File: config.mk
export PLATFORM = sky130hd
export DESIGN_NAME = fetch_unit
export DESIGN_NICKNAME = d
export VERILOG_FILES = /design/src/rtl/fetch_unit.sv
export SDC_FILE = /design/constraint.sdc
export NUM_CORES = 1
export LEC_CHECK = 0
export CELL_PAD_IN_SITES_DETAIL_PLACEMENT = 2
export CELL_PAD_IN_SITES_GLOBAL_PLACEMENT = 2
export CORE_MARGIN = 8
export CORE_UTILIZATION = 29
export DETAILED_ROUTE_END_ITERATION = 10
export GPL_ROUTABILITY_DRIVEN = 1
export PLACE_DENSITY = 0.81
export SLEW_MARGIN = 20
export SYNTH_ARGS = -nofsm -noshare
export SYNTH_HDL_FRONTEND = slang
export SYNTH_SLANG_ARGS = --single-unit
File: constraint.sdc
create_clock -name clk -period 2.4 [get_ports clk]
set_input_delay 0.6 -clock clk [delete_from_list [all_inputs] [get_ports clk]]
set_output_delay 0.6 -clock clk [all_outputs]
set_load 0.1 [all_outputs]
File: src/rtl/fetch_unit.sv
`default_nettype none
// ============================================================================
// Module      : fetch_unit
// Description : Instruction fetch stage. It keeps at most one instruction
//               memory read outstanding and presents fetched words through
//               a registered IF/ID interface. The stage holds that interface
//               while downstream is stalled. A one-entry buffer catches a
//               response that arrives during a stall. A redirect flushes the
//               stage and drops any in-flight response.
// Revision    : 1.0 - initial release
//
// Ports
//   clk            single clock, rising edge
//   rst            synchronous reset, active low
//   MuxControlEn   downstream stall (IF/ID register holding)
//   ControlHazard  redirect / flush request
//   BranchTarget   redirect address (word aligned internally)
//   IMemReq        one-cycle read request
//   IMemAddr       read address, meaningful while IMemReq = 1
//   IMemValid      read response strobe
//   IMemData       read response data
//   PCDec          registered PC of the presented instruction
//   Instruction    registered instruction word, 0 = bubble
//   FetchValid     registered, 1 = PCDec/Instruction hold a real instruction
// ============================================================================
module fetch_unit #(
    parameter logic [31:0] RESET_PC = 32'h0000_0000
) (
    input  logic        clk,
    input  logic        rst,
    input  logic        MuxControlEn,
    input  logic        ControlHazard,
    input  logic [31:0] BranchTarget,
    output logic        IMemReq,
    output logic [31:0] IMemAddr,
    input  logic        IMemValid,
    input  logic [31:0] IMemData,
    output logic [31:0] PCDec,
    output logic [31:0] Instruction,
    output logic        FetchValid
);

    typedef enum logic [1:0] {
        S_REQ  = 2'd0,   // issue a read for pc
        S_WAIT = 2'd1,   // read outstanding, response will be used
        S_HOLD = 2'd2,   // response parked in buffer, waiting for stall release
        S_DROP = 2'd3    // read outstanding, response will be discarded
    } state_t;

    state_t      state;
    logic [31:0] pc;
    logic [31:0] buf_pc;
    logic [31:0] buf_instr;

    // Branch targets are forced to word alignment, so the low bits are unused.
    logic        unused_target_bits;
    assign unused_target_bits = ^BranchTarget[1:0];

    // The request is masked while reset is held. This keeps the first
    // request in the first cycle with rst released.
    assign IMemReq  = rst && (state == S_REQ);
    assign IMemAddr = IMemReq ? pc : 32'h0000_0000;

    always_ff @(posedge clk) begin
        if (!rst) begin
            state       <= S_REQ;
            pc          <= RESET_PC;
            buf_pc      <= 32'h0000_0000;
            buf_instr   <= 32'h0000_0000;
            PCDec       <= 32'h0000_0000;
            Instruction <= 32'h0000_0000;
            FetchValid  <= 1'b0;
        end else if (ControlHazard) begin
            // Redirect wins over stall and over any response this cycle.
            pc          <= {BranchTarget[31:2], 2'b00};
            PCDec       <= 32'h0000_0000;
            Instruction <= 32'h0000_0000;
            FetchValid  <= 1'b0;
            unique case (state)
                S_REQ:   state <= S_DROP;  // request just left, must swallow it
                S_WAIT:  state <= IMemValid ? S_REQ : S_DROP;
                S_HOLD:  state <= S_REQ;   // buffered word simply abandoned
                S_DROP:  state <= IMemValid ? S_REQ : S_DROP;
                default: state <= S_REQ;
            endcase
        end else begin
            unique case (state)
                S_REQ: begin
                    state <= S_WAIT;
                    if (!MuxControlEn) begin
                        PCDec       <= 32'h0000_0000;
                        Instruction <= 32'h0000_0000;
                        FetchValid  <= 1'b0;
                    end
                end
                S_WAIT: begin
                    if (IMemValid) begin
                        if (MuxControlEn) begin
                            buf_pc    <= pc;
                            buf_instr <= IMemData;
                            state     <= S_HOLD;
                        end else begin
                            PCDec       <= pc;
                            Instruction <= IMemData;
                            FetchValid  <= 1'b1;
                            pc          <= pc + 32'd4;
                            state       <= S_REQ;
                        end
                    end else if (!MuxControlEn) begin
                        PCDec       <= 32'h0000_0000;
                        Instruction <= 32'h0000_0000;
                        FetchValid  <= 1'b0;
                    end
                end
                S_HOLD: begin
                    if (!MuxControlEn) begin
                        PCDec       <= buf_pc;
                        Instruction <= buf_instr;
                        FetchValid  <= 1'b1;
                        pc          <= pc + 32'd4;
                        state       <= S_REQ;
                    end
                end
                S_DROP: begin
                    // Outputs are already a bubble from the redirect.
                    if (IMemValid) begin
                        state <= S_REQ;
                    end
                end
                default: state <= S_REQ;
            endcase
        end
    end

endmodule
`default_nettype wire

==> results.tsv, run 1 <==
stage	metric	value	unit
timing	Final setup viols	0	
synth	post-synthesis register bit count	159	
worst_setup_path	crit path cell chain	inv_2, ha_4, buf_4, and3_2, buf_12	
worst_setup_path	WP data required	1.80	ns
clock_tree	Max H-tree Level	4	
routing	post-route ant nets	0	
synth	Seq/Total Area, Yosys	0.437	
grt	largest net degree at the start of global routing	66	
synth	FFs w/ async S/R, synth	0	
final_layout	Multi-input gate area	3780	µm²
synth	share of the synthesized area in the top cell type	0.437	
synth	synth warn	0	
timing	WHS	0.458	ns
grt	antenna violations before repair	0	
die	Die X	175	µm
placement	pre-CTS setup slack	-0.222	ns
routing	drt first pass iters	6	
synth	Syn Inst Count	882	
pwr	total chip power	7.12	mW
timing	unrepaired setup endpoints after global routing	no	
placement	number of port buffers	162	
placement	Final GP Congestion	0.763	
grt	GR Overflow Total	0	
die	Initial Util	0.293	
clock_tree	# clock sinks	159	
final_layout	FILL cells	2734	
clock_tree	CTS buffer count	17	
synth	Synth Flop Type	dfxtp_1	
timing	crit path time final	2.30	ns
synth	Synth Cell Area	7290	µm²
worst_setup_path	crit path DAT	1.70	ns
grt	first-pass GRT wire length	46300	µm
die	die area	30500	µm²
worst_setup_path	Crit path buffers/inverters	3	
final_layout	FF/Latch Area	3190	µm²
timing	minimum setup slack in the final design	0.0971	ns
placement	Final HPWL DP	20000	µm
timing	final hold vios	0	
synth	most common library cells after synthesis	dfxtp_1 (159), nand2_1 (141), nor2_1 (77)	
routing	WL/cell	20.9	µm
synth	Post-synth EDFFs	0	
clock_tree	clk_lat worst skew	0.43	ns
synth	Synth cell types	56	
worst_setup_path	CP delay by family, top	buffers and inverters	
final_layout	share of layout cells above drive strength 1	0.236	
clock_tree	clk buf depth	2	
run_status	status	complete, no violations	
routing	initial drt markers	360	
pwr	worst vdd ir	0.000349	V
die	I/O pin count	167	
flow_run	Max Cap Viol	0	
timing	slew margin rel.	0.642	
worst_setup_path	crit path launch type	flop	
timing	Max Freq	434	MHz
clock_tree	clk root buf	clkbuf_16	
final_layout	antenna cells	0	
hold_path	Hold Crit Class	reg -> reg	
pwr	Pleak	3.80	nW
grt	Total Routing Usage GR	0.189	
die	die span in y	175	µm
timing	worst slew pin tran	0.534	ns
final_layout	area delta synth->final	41.2	%
grt	vias in the first global route	8138	
die	row cnt	58	
routing	vias	7385	
routing	DR vias/cell	5.35	
clock_tree	Hold Buf Count CTS	0	
synth	top cell type by total area after synthesis	dfxtp_1	
routing	Post-Route WL	28900	µm
final_layout	# nets final	1115	
worst_setup_path	crit path max fanout	10	
timing	Setup Skew	0.0114	ns
clock_tree	Clk pin slew, worst setup/hold paths	0.06	ns
synth	Area contributors post-synth	dfxtp_1 (44%), a22o_1 (7.5%), nand2_1 (7.3%)	
worst_setup_path	slowest library cell on the worst path	dfxtp_2	
worst_setup_path	CP peak stage delay	0.41	ns
timing	Slew Viols, Final	0	
pwr	pwr/cell area	692	nW/µm²
timing	Period Utilization, post-route	0.960	
worst_setup_path	Worst setup EP type	output port	
synth	synthesized area per cell	8.26	µm²
synth	most common cell in the netlist	dfxtp_1	
timing	Setup TNS	0	ns
clock_tree	CTS tree	built	
die	core area	24900	µm²
clock_tree	number of setup buffers added after CTS	0	
routing	Post-route DRC	0	
worst_setup_path	classification of the worst setup path	reg -> out	
-- cell families after synthesis --
logic type               Yosys count  synth area share
AND/OR/NAND/NOR                  341             0.225
buffers and inverters             95            0.0565
AO/OA/AOI/OAI                    265             0.251
flip-flops                       159             0.437
other                              1          0.000515
adder cells (fa/ha/maj)            7            0.0120
multiplexers                       3           0.00446
XOR/XNOR                          11            0.0132
-- worst register-to-register path: stages (launching register included) --
cell     delay [ns]
dfxtp_2        0.41
inv_2          0.09
ha_2           0.24
mux2i_1        0.22
buf_4          0.19
nor3_1         0.47
and4_1         0.29
nor3_1         0.06
-- what timing repair did --
item | in CTS | in global routing
endpoints found under the setup margin | 34 | 14
gates resized for setup | 7 | 4
cloned | 1 | 0
endpoints found under the hold margin | 0 | 0
-- per-layer routing --
layer,wire [µm],GRT usage
met1,12800,0.228
met2,14500,0.331
met3,1180,0.0447
met4,410,0.0470
met5,0,0
-- power breakdown --
part           leakage, nW  switching, mW  internal, mW
registers             1.29         0.0987          2.71
logic                 2.26           1.12         0.599
clock network        0.258           1.24          1.36
total                 3.80           2.45          4.66
-- cell usage in the layout (no fill, tap or decap), types with 5 or more instances in the layout --
cell,count
a211oi_1,9
a21oi_1,73
a22o_1,62
a22oi_1,62
and3_1,5
and3_2,32
buf_12,38
buf_4,121
clkbuf_16,17
clkdlybuf4s50_1,65
dfxtp_1,157
inv_6,7
nand2_1,140
nand3_1,12
nand4_1,12
nor2_1,77
nor3_1,8
nor4_1,14
o21ai_0,30
or3_1,7
xnor2_1,6
xor2_1,5
-- flip-flops by register name, summed over array words and instances (netlist names) --
register     flops
PCDec           32
state            2
Instruction     32
buf_instr       32
pc              30
FetchValid       1
buf_pc          30
-- final timing paths --
kind / end / cells after the start / from / slack [ns]
min: buf_pc[23] / 2 / buf_pc[23] / 0.46
max reg2reg: pc[18] / 7 / state[1] / 0.31
min reg2reg: buf_pc[23] / 2 / buf_pc[23] / 0.46
max: IMemAddr[9] / 5 / state[1] / 0.1
-- per-stage QoR --
step / area, µm² / instances / util
6_report: 10300 / 1381 / 0.413
5_1_grt: 10300 / 1381 / 0.413
4_1_cts: 10300 / 1381 / 0.413
3_5_place_dp: 9700 / 1349 / 0.390
3_3_place_gp: 9700 / 1349 / 0.390
2_1_floorplan: 7330 / 883 / -
-- area by class of cell --
class | instances | share of cell area
clock inverters | 14 | 0.0119
well taps | 330 | 0.0401
clock buffers | 17 | 0.0413
flip-flops and latches | 159 | 0.310
repair buffers | 227 | 0.228
inverters | 5 | 0.00207
multi-input cells | 629 | 0.367
No activity file was read; power rests on OpenSTA's default activity.
==> run 2: changes to the inputs <==
--- a/config.mk
+++ b/config.mk
@@ -9,9 +9,11 @@
 export CELL_PAD_IN_SITES_GLOBAL_PLACEMENT = 2
 export CORE_MARGIN = 8
 export CORE_UTILIZATION = 29
+export CTS_CLUSTER_DIAMETER = 100
 export DETAILED_ROUTE_END_ITERATION = 10
 export GPL_ROUTABILITY_DRIVEN = 1
 export PLACE_DENSITY = 0.81
+export SKIP_CTS_REPAIR_TIMING = 1
 export SLEW_MARGIN = 20
 export SYNTH_ARGS = -nofsm -noshare
 export SYNTH_HDL_FRONTEND = slang
==> run 2 against run 1 <==
  * Sequential power is essentially flat
  * Die area did not move
  * Combinational power about the same
  * Routed wire length fell by 0.58%
  * Final area is 0.12% lower
  * Utilization decreased by 0.050 points
  * Global-route usage down 0.11 points
  * Clock power about the same
  * Clock skew hardly changed
  * Cell count barely moved
  * Non-clock buffer count shrank 1
  * Critical path type unchanged
  * Critical endpoint is now IMemAddr[28]
==> results.tsv, run 2 (synthesized netlist as in run 1, its figures left out) <==
stage	metric	value	unit	change
die	core area	24900	µm²	unchanged
final_layout	share of layout cells above drive strength 1	0.234		-0.00168
timing	Slew Viols, Final	0		unchanged
clock_tree	Max H-tree Level	4		unchanged
timing	Setup Skew	0.0112	ns	-0.000140 ns
grt	Total Routing Usage GR	0.188		-0.00114
worst_setup_path	Crit path buffers/inverters	3		unchanged
hold_path	Min-Delay Path Depth	2		unchanged
clock_tree	clk root buf	clkbuf_16		
timing	Period Utilization, post-route	0.973		+0.0139
pwr	Logic pwr share	0.239		-0.002
die	Die X	175	µm	unchanged
timing	worst slew pin tran	0.513	ns	-0.0203 ns
worst_setup_path	worst reg2reg path startpoint	state[1]		
grt	gr busiest metal	met2		
routing	drt first pass iters	5		-1
die	die area	30500	µm²	unchanged
final_layout	most common cell after layout, fill and taps aside	dfxtp_1		
final_layout	antenna cells	0		unchanged
routing	Post-route DRC	0		unchanged
routing	Post-Route WL	28700	µm	-0.58%
grt	met1 usage	0.226		-0.00167
pwr	total chip power	7.09	mW	-0.34%
clock_tree	CTS buffer count	17		unchanged
hold_path	Worst Min Path Start	buf_pc[23]		
grt	grt met3 use	0.0451		+0.000434
die	row cnt	58		unchanged
pwr	Reg power frac	0.395		about the same
pwr	switching fraction of total power	0.344		-0.000838
die	die span in y	175	µm	unchanged
pwr	Pleak	3.80	nW	-0.18%
pwr	worst vdd ir	0.000349	V	-0.11%
worst_setup_path	worst reg2reg setup slack	0.29	ns	-0.02 ns
grt	vias in the first global route	8147		+0.11%
flow_run	Max Cap Viol	0		unchanged
routing	initial drt markers	357		-0.83%
worst_setup_path	Worst setup EP type	output port		
placement	number of port buffers	162		unchanged
timing	Final setup viols	0		unchanged
die	Initial Util	0.293		unchanged
grt	met2 Resource Use GR	0.327		-0.00438
pwr	pwr/cell area	690	nW/µm²	-0.22%
routing	vias	7382		-0.041%
pwr	P_sw	2.44	mW	-0.58%
die	I/O pin count	167		unchanged
clock_tree	clk_lat worst skew	0.43	ns	about the same
pwr	clock share of power	0.366		about the same
clock_tree	# clock sinks	159		unchanged
final_layout	# nets final	1114		-0.090%
timing	Max Freq	428	MHz	-1.4%
final_layout	top flop regs	Instruction x32, PCDec x32, buf_instr x32		
grt	largest net degree at the start of global routing	66		unchanged
routing	WL/cell	20.8	µm	-0.51%
worst_setup_path	crit path DAT	1.74	ns	+0.04 ns
clock_tree	Clk pin slew, worst setup/hold paths	0.06	ns	about the same
worst_setup_path	crit path cell chain	inv_1, ha_2, buf_8, and3_2, buf_12		
timing	final hold vios	0		unchanged
worst_setup_path	worst reg-to-reg path cell count	7		unchanged
worst_setup_path	CP peak stage delay	0.36	ns	-0.05 ns
worst_setup_path	classification of the worst setup path	reg -> out		
worst_setup_path	crit path launch type	flop		
pwr	internal power	4.65	mW	-0.21%
worst_setup_path	WP data required	1.80	ns	about the same
clock_tree	CTS tree	built		
routing	DR vias/cell	5.35		about the same
final_layout	commonest cells after routing, fill and taps aside	dfxtp_1 (157), nand2_1 (140), buf_4 (121)		
routing	post-route ant nets	0		unchanged
grt	first-pass GRT wire length	46200	µm	-0.39%
grt	antenna violations before repair	0		unchanged
hold_path	Hold Crit Class	reg -> reg		
final_layout	area delta synth->final	41.0	%	
worst_setup_path	CP delay by family, top	buffers and inverters		
timing	slew margin rel.	0.655		+0.0137
placement	Final GP Congestion	0.763		unchanged
hold_path	Hold Path Sink	buf_pc[23]		
grt	GR Overflow Total	0		unchanged
timing	crit path time final	2.34	ns	+0.0334 ns
timing	unrepaired setup endpoints after global routing	no		
timing	WHS	0.458	ns	-0.00000900 ns
placement	Final HPWL DP	20000	µm	unchanged
clock_tree	clk buf depth	2		unchanged
run_status	status	complete, no violations		
worst_setup_path	R2R Path End	Instruction[27]		
worst_setup_path	crit path max fanout	21		+11
final_layout	Core Util, Final	0.413		-0.000503
worst_setup_path	slowest library cell on the worst path	dfxtp_2		
run 2: layout make-up:
class	instances	area, µm²
clock buffer	17	425
clock inverter	14	123
fill	2737	14600
inverter	5	18.8
multi-input combinational	629	3770
sequential	159	3190
tap	330	413
timing repair buffer	226	2340
run 2: worst max-delay path by stage:
stage / cells after the start / end / start
5_1_grt: 5 / IMemAddr[28] / state[1]
6_report: 5 / IMemAddr[28] / state[1]
3_5_place_dp: 6 / pc[29] / IMemValid
2_1_floorplan: 3 / IMemAddr[31] / rst
4_1_cts: 5 / IMemAddr[15] / state[0]
3_3_place_gp: 6 / pc[29] / IMemValid
run 2: per-stage QoR:
step	instances	setup WS (ns)	area [µm²]	setup TNS (ns)
2_1_floorplan	883	0.176	7330	0
3_3_place_gp	1349	-0.101	9700	-0.273
3_5_place_dp	1349	-0.222	9700	-0.757
4_1_cts	1380	-0.180	10300	-4.71
5_1_grt	1380	0.00640	10300	0
6_report	1380	0.0638	10300	0
run 2: layer usage:
layer  vias to the layer above  wire length (µm)
li1                       3489                 -
met1                      3703             12800
met3                        39              1200
met4                         0               492
met2                       151             14300
met5                         -                 0
run 2: power by group through the flow:
stage                     combinational, mW  sequential, mW  clock [mW]
after floorplan                       0.904            2.89           0
after global placement                 1.66            2.86           0
after detailed placement               1.68            2.86           0
after CTS                              1.70            2.80        2.67
after global routing                   1.80            2.81        2.76
final                                  1.70            2.80        2.59
run 2: tightest hold or removal path, cell delays in order (launching register included):
cell,delay [ns]
dfxtp_1,0.31
nand2_1,0.05
a21oi_1,0.05
==> run 3: changes to the inputs <==
--- a/config.mk
+++ b/config.mk
@@ -12,7 +12,7 @@
 export CTS_CLUSTER_DIAMETER = 100
 export DETAILED_ROUTE_END_ITERATION = 10
 export GPL_ROUTABILITY_DRIVEN = 1
-export PLACE_DENSITY = 0.81
+export PLACE_DENSITY_LB_ADDON = 0.1
 export SKIP_CTS_REPAIR_TIMING = 1
 export SLEW_MARGIN = 20
 export SYNTH_ARGS = -nofsm -noshare
==> run 3 against run 2 <==
  * Sequential share of layout area fell by 0.17 points
  * Utilization rose by 0.27 points
  * Non-clock buffer count fell by 9
  * Global-route usage fell by 0.30 points
  * Via count fell by 1.0%
  * Combinational power barely moved
==> results.tsv, run 3 (synthesized netlist as in run 1, its figures left out) <==
stage	metric	value	unit	change
pwr	worst vdd ir	0.000493	V	+41%
worst_setup_path	Worst setup EP type	output port		
final_layout	most common cell after layout, fill and taps aside	dfxtp_1		
final_layout	share of layout cells above drive strength 1	0.226		-0.00780
clock_tree	Max H-tree Level	4		unchanged
final_layout	top flop regs	Instruction x32, PCDec x32, buf_instr x32		
timing	WHS	0.461	ns	+0.00240 ns
clock_tree	CTS tree	built		
grt	antenna violations before repair	0		unchanged
timing	Max Freq	423	MHz	-1.3%
grt	GR Overflow Total	0		unchanged
worst_setup_path	crit path max fanout	15		-29%
worst_setup_path	CP delay by family, top	buffers and inverters		
routing	WL/cell	20.8	µm	-0.23%
die	die area	30500	µm²	unchanged
grt	first-pass GRT wire length	45300	µm	-2.0%
grt	largest net degree at the start of global routing	66		unchanged
timing	minimum setup slack in the final design	0.0338	ns	-0.0300 ns
grt	vias in the first global route	7844		-3.7%
clock_tree	clk root buf	clkbuf_16		
hold_path	Hold Crit Class	reg -> reg		
worst_setup_path	CP peak stage delay	0.38	ns	+0.02 ns
pwr	Pleak	3.82	nW	+0.66%
die	Initial Util	0.293		unchanged
final_layout	FILL cells	2709		-1.0%
timing	Setup Skew	0.0129	ns	+0.00169 ns
timing	crit path time final	2.37	ns	+0.0300 ns
clock_tree	clk_lat worst skew	0.44	ns	about the same
timing	Slew Viols, Final	0		unchanged
worst_setup_path	crit path launch type	flop		
worst_setup_path	crit path DAT	1.77	ns	+0.03 ns
routing	initial drt markers	296		-17%
timing	Period Utilization, post-route	0.986		+0.0125
die	I/O pin count	167		unchanged
pwr	total chip power	7.35	mW	+3.6%
routing	DR vias/cell	5.32		-0.60%
routing	vias	7306		-1.0%
placement	pre-CTS setup slack	-0.0917	ns	+0.130 ns
placement	Final HPWL DP	19400	µm	-3.3%
grt	Total Routing Usage GR	0.185		-0.00297
clock_tree	Clk pin slew, worst setup/hold paths	0.07	ns	about the same
pwr	pwr/cell area	711	nW/µm²	+2.9%
final_layout	commonest cells after routing, fill and taps aside	dfxtp_1 (157), nand2_1 (140), buf_4 (107)		
run_status	status	complete, no violations		
routing	Post-Route WL	28500	µm	-0.67%
timing	final hold vios	0		unchanged
placement	number of port buffers	162		unchanged
die	die span in y	175	µm	unchanged
final_layout	area delta synth->final	41.9	%	
die	row cnt	58		unchanged
worst_setup_path	crit path cell chain	clkinvlp_4, ha_4, clkbuf_16, and3_2, buf_12		
worst_setup_path	slowest library cell on the worst path	dfxtp_4		
worst_setup_path	Crit path buffers/inverters	3		unchanged
routing	drt first pass iters	4		-1
worst_setup_path	classification of the worst setup path	reg -> out		
final_layout	# nets final	1105		-0.81%
timing	Final setup viols	0		unchanged
die	Die X	175	µm	unchanged
routing	Post-route DRC	0		unchanged
clock_tree	CTS buffer count	17		unchanged
routing	post-route ant nets	0		unchanged
placement	Final GP Congestion	0.747		-2.1%
die	core area	24900	µm²	unchanged
flow_run	Max Cap Viol	0		unchanged
clock_tree	clk buf depth	2		unchanged
clock_tree	# clock sinks	159		unchanged
worst_setup_path	WP data required	1.80	ns	about the same
run 3: cell count changes in the layout (fill, tap and decap cells not counted), sizes merged:
cell,before,now
inv,13,11
buf,161,151
clkbuf,17,19
clkinv,2,5
diode,0,2
clkinvlp,4,1
bufinv,0,2
run 3: path summary, 6_finish.rpt:
check        cells past startpoint  slack [ns]       start           end
max                              5        0.03    state[0]  IMemAddr[26]
max reg2reg                      8        0.19    state[0]      PCDec[7]
min reg2reg                      2        0.46  buf_pc[25]    buf_pc[25]
min                              2        0.46  buf_pc[25]    buf_pc[25]
run 3: cell type report:
cell class                      count  area, µm²  share of cell area
Sequential cell                   159       3190               0.308
Timing Repair Buffer              217       2340               0.227
Tap cell                          330        413              0.0399
Clock inverter                     14        170              0.0165
Inverter                            5       22.5             0.00218
Clock buffer                       18        429              0.0415
Multi-Input combinational cell    629       3770               0.365
Antenna cell                        2       5.00            0.000484
run 3: metrics by stage:
stage          setup TNS, ns  cell area [µm²]  instances   util
5_1_grt              -0.0213            10300       1372  0.415
3_3_place_gp               0             9670       1336  0.388
4_1_cts                -1.97            10300       1368  0.413
3_5_place_dp           -6.81             9670       1336  0.388
2_1_floorplan              0             7330        883      -
6_report                   0            10300       1374  0.416
run 3: routing by layer:
metal	GRT usage	up-vias	share of wire
met2	0.305	147	0.48
met5	0	-	0
li1	-	3475	-
met3	0.0401	22	0.043
met1	0.238	3662	0.46
met4	0.0519	0	0.011
run 3: where the power goes:
part | internal, mW | switching (mW)
Clock | 1.57 | 1.25
Sequential | 2.71 | 0.0912
Combinational | 0.609 | 1.12
run 3: worst register-to-register path, stage by stage, from the launching register on:
cell        delay, ns
dfxtp_4          0.38
clkinvlp_4       0.15
buf_4            0.16
ha_2             0.22
or3b_1           0.39
a21o_2           0.26
buf_12           0.20
a22oi_1          0.27
nor2_1           0.07
